### config.mk
export PLATFORM = sky130hd
export DESIGN_NAME = forward_sequencer
export DESIGN_NICKNAME = d
export VERILOG_FILES = /design/src/rtl/forward_sequencer_pkg.sv /design/src/rtl/forward_sequencer_delay_line.sv /design/src/rtl/forward_sequencer.sv
export SDC_FILE = /design/constraint.sdc
export NUM_CORES = 1
export LEC_CHECK = 0
export ABC_AREA = 0
export BUFFER_PORTS_ARGS = -buffer_cell sky130_fd_sc_hd__buf_2
export CORE_AREA = 10 10 138 89
export DETAILED_ROUTE_END_ITERATION = 6
export DIE_AREA = 0 0 148 99
export GPL_TIMING_DRIVEN = 0
export PLACE_DENSITY = 0.9
export SYNTH_ARGS = -nofsm -noshare
export SYNTH_HDL_FRONTEND = slang
export SYNTH_SLANG_ARGS = --single-unit
### constraint.sdc
create_clock -name clk -period 3.18 [get_ports clk]
set_input_delay 0.636 -clock clk [delete_from_list [all_inputs] [get_ports clk]]
set_output_delay 0.636 -clock clk [all_outputs]
set_load 0.005 [all_outputs]
### src/rtl/forward_sequencer_pkg.sv
// Shared definitions for the forward sequencer: opcodes, FSM states and the
// default instruction-word layout (opcode, x_base, y_base, w_base, len_in, len_out).
// Latency/backpressure: definitions only, no logic.
package forward_sequencer_pkg;

  localparam int DEF_XY_ADDR_W = 10;
  localparam int DEF_W_ADDR_W  = 12;
  localparam int DEF_LEN_W     = 8;

  typedef enum logic [3:0] {
    NOP         = 4'h0,
    FORWARD_ACT = 4'h1,
    FORWARD_LIN = 4'h2,
    HALT        = 4'hF
  } forward_op_t;

  typedef enum logic [2:0] {
    S_IDLE,
    S_MATMUL,
    S_DRAIN,
    S_ACCMOV,
    S_FLUSH,
    S_HALTED
  } seq_state_t;

  // Field layout of the instruction word at the default widths, MSB first.
  typedef struct packed {
    logic [3:0]               opcode;
    logic [DEF_XY_ADDR_W-1:0] x_base;
    logic [DEF_XY_ADDR_W-1:0] y_base;
    logic [DEF_W_ADDR_W-1:0]  w_base;
    logic [DEF_LEN_W-1:0]     len_in;
    logic [DEF_LEN_W-1:0]     len_out;
  } forward_inst_t;

endpackage

### src/rtl/forward_sequencer_delay_line.sv
// Fixed-depth shift register with asynchronous clear; a plain wire at DEPTH = 0.
// Latency: DEPTH cycles.
// Backpressure: none, shifts every cycle.
module forward_sequencer_delay_line #(
  parameter int DEPTH = 1,
  parameter int WIDTH = 1
) (
  input  logic             clk,
  input  logic             reset,
  input  logic [WIDTH-1:0] i_dat,
  output logic [WIDTH-1:0] o_dat
);

  generate
    if (DEPTH == 0) begin : g_wire
      logic w_unused;
      assign w_unused = clk ^ reset;
      assign o_dat    = i_dat;
    end else begin : g_pipe
      logic [WIDTH-1:0] r_stage [DEPTH];

      // Shift one stage per cycle; reset wipes every stage so nothing stale emerges.
      always_ff @(posedge clk or posedge reset) begin
        if (reset) begin
          for (int i = 0; i < DEPTH; i++) r_stage[i] <= '0;
        end else begin
          r_stage[0] <= i_dat;
          for (int i = 1; i < DEPTH; i++) r_stage[i] <= r_stage[i-1];
        end
      end

      assign o_dat = r_stage[DEPTH-1];
    end
  endgenerate

endmodule

### src/rtl/forward_sequencer.sv
// Per-layer forward controller: MATMUL -> DRAIN -> ACCMOV -> FLUSH per accepted instruction.
// Latency: len_in+1 + MAC_LATENCY + L+1 + ACT_LATENCY cycles, done one cycle later.
// Backpressure: inst_ready only in IDLE. FORWARD_SEQ_PERF_EN adds perf_busy_cycles.
module forward_sequencer
  import forward_sequencer_pkg::*;
#(
  parameter int NU_COUNT    = 8,
  parameter int XY_ADDR_W   = 10,
  parameter int W_ADDR_W    = 12,
  parameter int LEN_W       = 8,
  parameter int MAC_LATENCY = 2,
  parameter int ACT_LATENCY = 1
) (
  input  logic                                        clk,
  input  logic                                        reset,
  input  logic                                        inst_valid,
  output logic                                        inst_ready,
  input  logic [4+2*XY_ADDR_W+W_ADDR_W+2*LEN_W-1:0]   inst_data,
  output logic [NU_COUNT-1:0]                         mac_reg_enable,
  output logic                                        mac_acc_loopback,
  output logic                                        serializer_update,
  output logic                                        act_bypass,
  output logic [XY_ADDR_W-1:0]                        xy_read_addr,
  output logic [W_ADDR_W-1:0]                         w_read_addr,
  output logic [XY_ADDR_W-1:0]                        xy_write_addr,
  output logic                                        xy_write_enable,
  output logic                                        busy,
  output logic                                        done,
  output logic                                        halted,
  output logic                                        err
`ifdef FORWARD_SEQ_PERF_EN
  ,
  output logic [31:0]                                 perf_busy_cycles
`endif
);

  localparam int INST_W = 4 + 2*XY_ADDR_W + W_ADDR_W + 2*LEN_W;

  logic [3:0]           w_op;
  logic [XY_ADDR_W-1:0] w_x_base, w_y_base;
  logic [W_ADDR_W-1:0]  w_w_base;
  logic [LEN_W-1:0]     w_len_in, w_len_out;
  logic                 w_accept, w_is_fwd, w_illegal, w_len_ovf;
  logic                 w_busy, w_beat_vld, w_done_set;
  logic [XY_ADDR_W-1:0] w_beat_addr;
  logic [XY_ADDR_W:0]   w_pipe_out;
  seq_state_t           r_state, w_next;

  logic [LEN_W-1:0]     r_k, r_len_in, r_last;
  logic [15:0]          r_wait;
  logic [XY_ADDR_W-1:0] r_x_base, r_y_base;
  logic [W_ADDR_W-1:0]  r_w_base;
  logic                 r_bypass, r_err, r_done;

  assign w_op      = inst_data[INST_W-1 -: 4];
  assign w_x_base  = inst_data[INST_W-5 -: XY_ADDR_W];
  assign w_y_base  = inst_data[INST_W-5-XY_ADDR_W -: XY_ADDR_W];
  assign w_w_base  = inst_data[2*LEN_W+W_ADDR_W-1 -: W_ADDR_W];
  assign w_len_in  = inst_data[2*LEN_W-1 -: LEN_W];
  assign w_len_out = inst_data[LEN_W-1:0];

  assign inst_ready = (r_state == S_IDLE);
  assign w_accept   = inst_valid && inst_ready;
  assign w_is_fwd   = (w_op == FORWARD_ACT) || (w_op == FORWARD_LIN);
  assign w_illegal  = !(w_is_fwd || (w_op == NOP) || (w_op == HALT));
  assign w_len_ovf  = (32'(w_len_out) >= 32'(NU_COUNT));
  assign w_busy     = (r_state == S_MATMUL) || (r_state == S_DRAIN) ||
                      (r_state == S_ACCMOV) || (r_state == S_FLUSH);

  // State register; reset aborts any instruction in flight.
  always_ff @(posedge clk or posedge reset) begin
    if (reset) r_state <= S_IDLE;
    else       r_state <= w_next;
  end

  // Next-state and phase outputs; DRAIN/FLUSH lengths come from the latency parameters.
  always_comb begin
    w_next            = r_state;
    mac_reg_enable    = '0;
    mac_acc_loopback  = 1'b0;
    serializer_update = 1'b0;
    xy_read_addr      = '0;
    w_read_addr       = '0;
    w_beat_vld        = 1'b0;
    w_beat_addr       = '0;
    w_done_set        = 1'b0;
    case (r_state)
      S_IDLE: begin
        if (w_accept) begin
          if (w_is_fwd)          w_next = S_MATMUL;
          else if (w_op == HALT) w_next = S_HALTED;
        end
      end
      S_MATMUL: begin
        mac_reg_enable   = '1;
        mac_acc_loopback = (r_k != '0);
        xy_read_addr     = r_x_base + XY_ADDR_W'(r_k);
        w_read_addr      = r_w_base + W_ADDR_W'(r_k);
        if (r_k == r_len_in) w_next = (MAC_LATENCY == 0) ? S_ACCMOV : S_DRAIN;
      end
      S_DRAIN: begin
        if (32'(r_wait) == 32'(MAC_LATENCY - 1)) w_next = S_ACCMOV;
      end
      S_ACCMOV: begin
        serializer_update = (r_k == '0);
        w_beat_vld        = 1'b1;
        w_beat_addr       = r_y_base + XY_ADDR_W'(r_k);
        if (r_k == r_last) begin
          if (ACT_LATENCY == 0) begin
            w_next     = S_IDLE;
            w_done_set = 1'b1;
          end else begin
            w_next = S_FLUSH;
          end
        end
      end
      S_FLUSH: begin
        if (32'(r_wait) == 32'(ACT_LATENCY - 1)) begin
          w_next     = S_IDLE;
          w_done_set = 1'b1;
        end
      end
      S_HALTED: w_next = S_HALTED;
      default:  w_next = S_IDLE;
    endcase
  end

  // Phase counters restart on every state change.
  always_ff @(posedge clk or posedge reset) begin
    if (reset) begin
      r_k    <= '0;
      r_wait <= '0;
    end else if (w_next != r_state) begin
      r_k    <= '0;
      r_wait <= '0;
    end else begin
      if (r_state == S_MATMUL || r_state == S_ACCMOV) r_k    <= r_k + LEN_W'(1);
      if (r_state == S_DRAIN  || r_state == S_FLUSH)  r_wait <= r_wait + 16'd1;
    end
  end

  // Latch instruction fields on acceptance; ACCMOV length is clamped to the lane count.
  always_ff @(posedge clk or posedge reset) begin
    if (reset) begin
      r_x_base <= '0;
      r_y_base <= '0;
      r_w_base <= '0;
      r_len_in <= '0;
      r_last   <= '0;
      r_bypass <= 1'b0;
    end else if (w_accept) begin
      r_x_base <= w_x_base;
      r_y_base <= w_y_base;
      r_w_base <= w_w_base;
      r_len_in <= w_len_in;
      r_last   <= w_len_ovf ? LEN_W'(NU_COUNT - 1) : w_len_out;
      r_bypass <= (w_op == FORWARD_LIN);
    end
  end

  // Sticky error for unknown opcodes and over-long output runs; done pulses on return to IDLE.
  always_ff @(posedge clk or posedge reset) begin
    if (reset) begin
      r_err  <= 1'b0;
      r_done <= 1'b0;
    end else begin
      if (w_accept && (w_illegal || (w_is_fwd && w_len_ovf))) r_err <= 1'b1;
      r_done <= w_done_set;
    end
  end

  forward_sequencer_delay_line #(
    .DEPTH (ACT_LATENCY),
    .WIDTH (XY_ADDR_W + 1)
  ) u_write_delay (
    .clk   (clk),
    .reset (reset),
    .i_dat ({w_beat_vld, w_beat_addr}),
    .o_dat (w_pipe_out)
  );

  assign xy_write_enable = w_pipe_out[XY_ADDR_W];
  assign xy_write_addr   = w_pipe_out[XY_ADDR_W-1:0];
  assign act_bypass      = w_busy && r_bypass;
  assign busy            = w_busy;
  assign done            = r_done;
  assign halted          = (r_state == S_HALTED);
  assign err             = r_err;

`ifdef FORWARD_SEQ_PERF_EN
  logic [31:0] r_perf;

  // Saturating count of busy cycles.
  always_ff @(posedge clk or posedge reset) begin
    if (reset)                                   r_perf <= '0;
    else if (w_busy && r_perf != 32'hFFFF_FFFF)  r_perf <= r_perf + 32'd1;
  end

  assign perf_busy_cycles = r_perf;
`endif

endmodule
# ---- Yosys cells after proc, flatten, opt, wreduce, memory -nomap -nowiden
# Index checks and enable logic that the tools add are counted.
dict set report totals {
  ram_bits 0
  mem_count 0
  word_cells 73
  out_inout_bits 49
  latch_bits 0
  regBits 89
  rom_bits 0
}
dict set report op_classes {
  div 0
  reduce_logical 21
  n_eq_ne 12
  shift 0
  magnitude_cmp 1
  bitwise_logic 0
  mux 22
  n_mul 0
  n_addsub 5
}
# op n
set ops {}
lappend ops {{$mux 16} 2}
lappend ops {{$mux 8} 4}
lappend ops {{$mux 3} 7}
lappend ops {{$add 10x8->10} 2}
lappend ops {{$mux 10} 2}
lappend ops {{$pmux 3 s6} 1}
lappend ops {{$add 16x1->16 const B} 1}
lappend ops {{$eq 16x1->1 const B} 1}
lappend ops {{$eq 8x8->1} 2}
lappend ops {{$logic_not 16->1} 1}
lappend ops {{$add 12x8->12} 1}
lappend ops {{$mux 12} 1}
lappend ops {{$logic_or 1x1->1} 9}
lappend ops {{$add 8x1->8 const B} 1}
lappend ops {{$ge 8x4->1 const B} 1}
lappend ops {{$logic_not 8->1} 1}
lappend ops {{$reduce_bool 8->1} 1}
lappend ops {{$eq 3x2->1 const B} 2}
lappend ops {{$eq 3x3->1 const B} 2}
lappend ops {{$mux 1} 5}
lappend ops {{$eq 4x1->1 const B} 1}
lappend ops {{$eq 4x2->1 const B} 1}
lappend ops {{$eq 4x4->1 const B} 1}
lappend ops {{$logic_and 1x1->1} 4}
lappend ops {{6 further kinds} 7}

# ---- Longest topological paths before layout
dict set report logic_depth {
  word_depth 7
  ltp_mapped 10
  mapped_depth_nobuf 8
}

# ---- Modules after synthesis
# Synthesis repeated with hierarchy kept, for this count alone.
dict set report hier_totals {
  cells_unflattened 614
  hier_area_um2 5494.0
}
# module n_inst cells_each area_per_inst_um2
set by_module_without_submodules {}
lappend by_module_without_submodules {forward_sequencer 1 602 5215.0}
lappend by_module_without_submodules {forward_sequencer_delay_line 1 12 279.0}

# ---- Worst setup path after synthesis
# Ideal clock, no wire load.
dict set report synth_path {
  kind {flip-flop to output port}
  startpoint {register r_k[1]}
  endpoint {output w_read_addr[8]}
  arrival_ns 2.250
  path_buffers 0
  path_slack_ns 0.294
  stages_incl_launch_ff 8
  path_cell_list {dfrtp_1 -> fa_1 -> a21o_1 -> a21oi_1 -> o21bai_1 -> a2111oi_2 -> o21ai_0 -> a21oi_1}
}
dict set report synth_via {
  elab_chain_len 2
}
# item line_no
set synth_lines {}
lappend synth_lines {{start, declared} forward_sequencer.sv:49} ;# logic [LEN_W-1:0] r_k, r_len_in, r_last;
lappend synth_lines {{start signal, assigned} forward_sequencer.sv:137} ;# if (r_state == S_MATMUL || r_state == S_ACCMOV) r_k <= r_k + LEN_W'(1);
lappend synth_lines {{$add 12x8->12} forward_sequencer.sv:98} ;# w_read_addr = r_w_base + W_ADDR_W'(r_k);
lappend synth_lines {{$mux 12} forward_sequencer.sv:87} ;# case (r_state)
lappend synth_lines {{end, declared} forward_sequencer.sv:24} ;# output logic [W_ADDR_W-1:0] w_read_addr,
# No other way between the ends.

# ---- Worst setup path after layout
dict set report layout_path {
  startpoint {register r_k[0]}
  endpoint {output w_read_addr[8]}
}
# The elaborated chain is that of the path after synthesis.

==> key figures <==
Finish
  • Fin area: 6510 µm²
  • Diodes inserted: 0
  • Most frequent cells in the layout: 155 x nand2_1, 106 x buf_2, 87 x dfrtp_1
  • Most common cell after layout, fill and taps aside: nand2_1
  • Share of layout cells above drive strength 1: 24.2%
  • Area Growth Syn to Fin: 21.9%
  • Final cell count without fillers: 879
  • Nets: 826

Placement
  • Buffers added on ports: 103
  • Placed Area: 6060 µm²
  • GPL Wtd Cong: 0.905
  • Post-DP HPWL: 11.6 mm
  • Post-placement cell count: 854

STA
  • Min Tclk post-route: 3.30 ns
  • Final Hold Vio Count: 0
  • Final period util: 104%
  • Least-Margin Pin Slew: 0.632 ns
  • Rel. slew slack: 57.9%
  • Slew Viols, Final: 0
  • RSZ-0062 raised after global routing: true
  • Worst Skew: 0.00850 ns
  • Final setup vio count: 3
  • Final WS setup: -0.115 ns
  • Max Clock Freq: 0.303 GHz

Synth
  • Seq/Total Area, Yosys: 41.7%
  • EDFF count, synth: 0
  • Cell taking the most area after synthesis: dfrtp_1
  • Synth Cell Area: 5340 µm²
  • Distinct cells, synth: 60
  • Warnings, synthesis: 0
  • Synth top area share: 41.7%
  • Synth area leaders: dfrtp_1 42%, nand2_1 11%, xnor2_1 6.9%, ha_1 6.8%, nor2_1 4.6%
  • Flops & latches, synth: 89
  • Dominant synthesized flop cell: dfrtp_1
  • Fraction of registers with async set/reset: 100%
  • Syn_nets: 702
  • Synth Instances: 615
  • Mean Syn Cell Area: 8.69 µm²

Clocking
  • CTS Hold Bufs: 0
  • Clock sink total: 89
  • H-tree levels: 3
  • Latest clock arrival within the worst-skew pair: 0.35 ns
  • Clk slew on worst S/H paths: 0.07 ns
  • CTS tree: done
  • Root buf cell: clkbuf_16
  • Clk buf depth: 2
  • TritonCTS Buffers: 9

Global route
  • Vias in the first global route: 5065
  • Global-route wire length before repair: 25.4 mm
  • Grt ovf: 0
  • Antenna violations before repair: 0
  • Largest net degree at the start of global routing: 65
  • Total GRT Usage: 21.2%

Floorplanning
  • Chip Width: 148 µm
  • FP Rows: 28
  • Die extent in y: 99 µm
  • Core box area: 9740 µm²
  • # IOs: 104
  • Die area: 14700 µm²
  • Initial Util: 54.8%

Min path
  • Hold Crit Class: input pin to asynchronous set/reset pin

Worst setup path
  • FF-to-FF path depth: 10
  • Critical path endpoint category: output pin
  • FF-to-FF Start: r_k[0]$_DFFE_PP0P_
  • Critical Path RT: 2.54 ns
  • Data arrival, critical path: 2.66 ns
  • Crit path launch type: flip-flop
  • FF-to-FF End: u_write_delay.o_dat[8]$_DFF_PP0_
  • Worst Path Max Fanout: 4
  • Critical path class: flip-flop to output pin
  • R2R Setup Slk: 0.31 ns

Route
  • Post-route ant nets: 0
  • Starting DRT DRC Count: 427
  • Vias: 4954
  • DRC: 0
  • Routed wire per std cell: 17.8 µm
  • Vias/cell: 5.64
  • Post-Route WL: 15.6 mm
  • DRT Pass-1 Iters: 5

Power and ir drop
  • Leakage: 0.00338 µW
  • PD cells: 344 nW/µm²
  • Peak supply drop: 0.291 mV

Status
  • Failing checks: negative setup slack
  • Status: finished, violations left

Job
  • MaxCap Viol Count: 0
## synthesized netlist by cell type (3+ instances only)
library cell / count
a21o_1: 8
a21oi_1: 27
and2_1: 13
and3_1: 8
and4_1: 3
buf_1: 3
buf_2: 3
buf_4: 8
clkbuf_1: 15
dfrtp_1: 89
fa_1: 3
ha_1: 29
inv_1: 18
mux2_2: 4
mux2i_1: 5
nand2_1: 155
nand2b_1: 5
nand3_1: 11
nand4_1: 6
nor2_1: 65
nor3_1: 12
nor4_1: 3
o211ai_1: 3
o21a_1: 3
o21ai_0: 15
o21bai_1: 3
o31ai_1: 3
or2_2: 5
or4_1: 4
xnor2_1: 42
xor2_1: 8
## power by group
part           internal (µW)  switching [µW]
Combinational           29.6            37.4
Sequential              1130               0
Clock                    596             448
Total                   1760             486
## metrics by stage
stage / power (µW) / setup TNS (ns) / worst slack (ns) / utilization [%] / hold slack [ns]
2_1_floorplan: 1170 / 0 / 0.237 / - / 0.430
3_3_place_gp: 1210 / -63.67 / -0.722 / 61.9 / 0.450
3_5_place_dp: 1220 / -0.694 / -0.283 / 62.2 / 0.457
4_1_cts: 2250 / -0.182 / -0.0688 / 66.3 / 0.274
5_1_grt: 2300 / -0.572 / -0.161 / 66.9 / 0.281
6_report: 2240 / -0.229 / -0.115 / 66.9 / 0.267
## per-layer routing
layer	track usage (%)	routed length, µm	vias to the layer above
met5	0	0	-
met3	6.99	1510	38
met2	34.0	7210	256
met4	6.07	273	0
li1	-	-	2289
met1	26.7	6610	2371
## critical path, stage by stage, from the launching register on
cell and delay [ns]:
dfrtp_2 0.45, ha_4 0.18, fa_2 0.36, a21o_1 0.18
a21oi_2 0.19, o21bai_2 0.14, a2111oi_4 0.38, o21ai_1 0.10
a21oi_1 0.18, buf_2 0.15
## cell families (layout without fill, tap and decap cells)
family	count (synthesis)	count (layout)	share of synthesized area (%)
multiplexers	9	9	1.78
AND/OR/NAND/NOR	306	306	26.1
adder cells (fa/ha/maj)	33	33	8.11
buffers and inverters	51	180	4.54
XOR/XNOR	51	51	8.71
AO/OA/AOI/OAI	76	76	9.09
flip-flops	89	89	41.7
## how the worst max path moves through the flow
| stage | from | depth (start not counted) | slack (ns) | endpoint |
|---|---|---|---|---|
| finish | r_k[0]$_DFFE_PP0P_ | 9 | -0.12 | w_read_addr[8] |
| global route | r_k[0]$_DFFE_PP0P_ | 9 | -0.16 | w_read_addr[8] |
| CTS | r_k[0]$_DFFE_PP0P_ | 9 | -0.07 | w_read_addr[10] |
| detailed placement | r_k[1]$_DFFE_PP0P_ | 8 | -0.28 | w_read_addr[8] |
| global placement | reset | 2 | -0.72 | r_x_base[9]$_DFFE_PP0N_ |
| floorplan | reset | 1 | 0.24 | done$_DFF_PP0_ |
## repair_timing
item | CTS | global route
pin swaps | 7 | 2
endpoints found under the hold margin | 0 | 0
setup endpoints to repair | 12 | 22
gates resized for setup | 15 | 12
buffers inserted | 7 | 2
## flip-flops by register name (all words and copies together), names as in the netlist
name / cells
r_bypass: 1
done: 1
r_state: 3
r_w_base: 12
r_last: 8
err: 1
u_write_delay.o_dat: 11
r_y_base: 10
r_k: 8
r_wait: 16
r_len_in: 8
r_x_base: 10
## final cells by class
class	count	area, µm²
fill	799	3230
multi-input combinational	475	2960
sequential	89	2230
timing repair buffer	113	611
clock buffer	13	270
buffer	31	169
tap	135	169
inverter	20	77.6
clock inverter	3	23.8
Note: power is estimated with default switching activity, not from simulation.
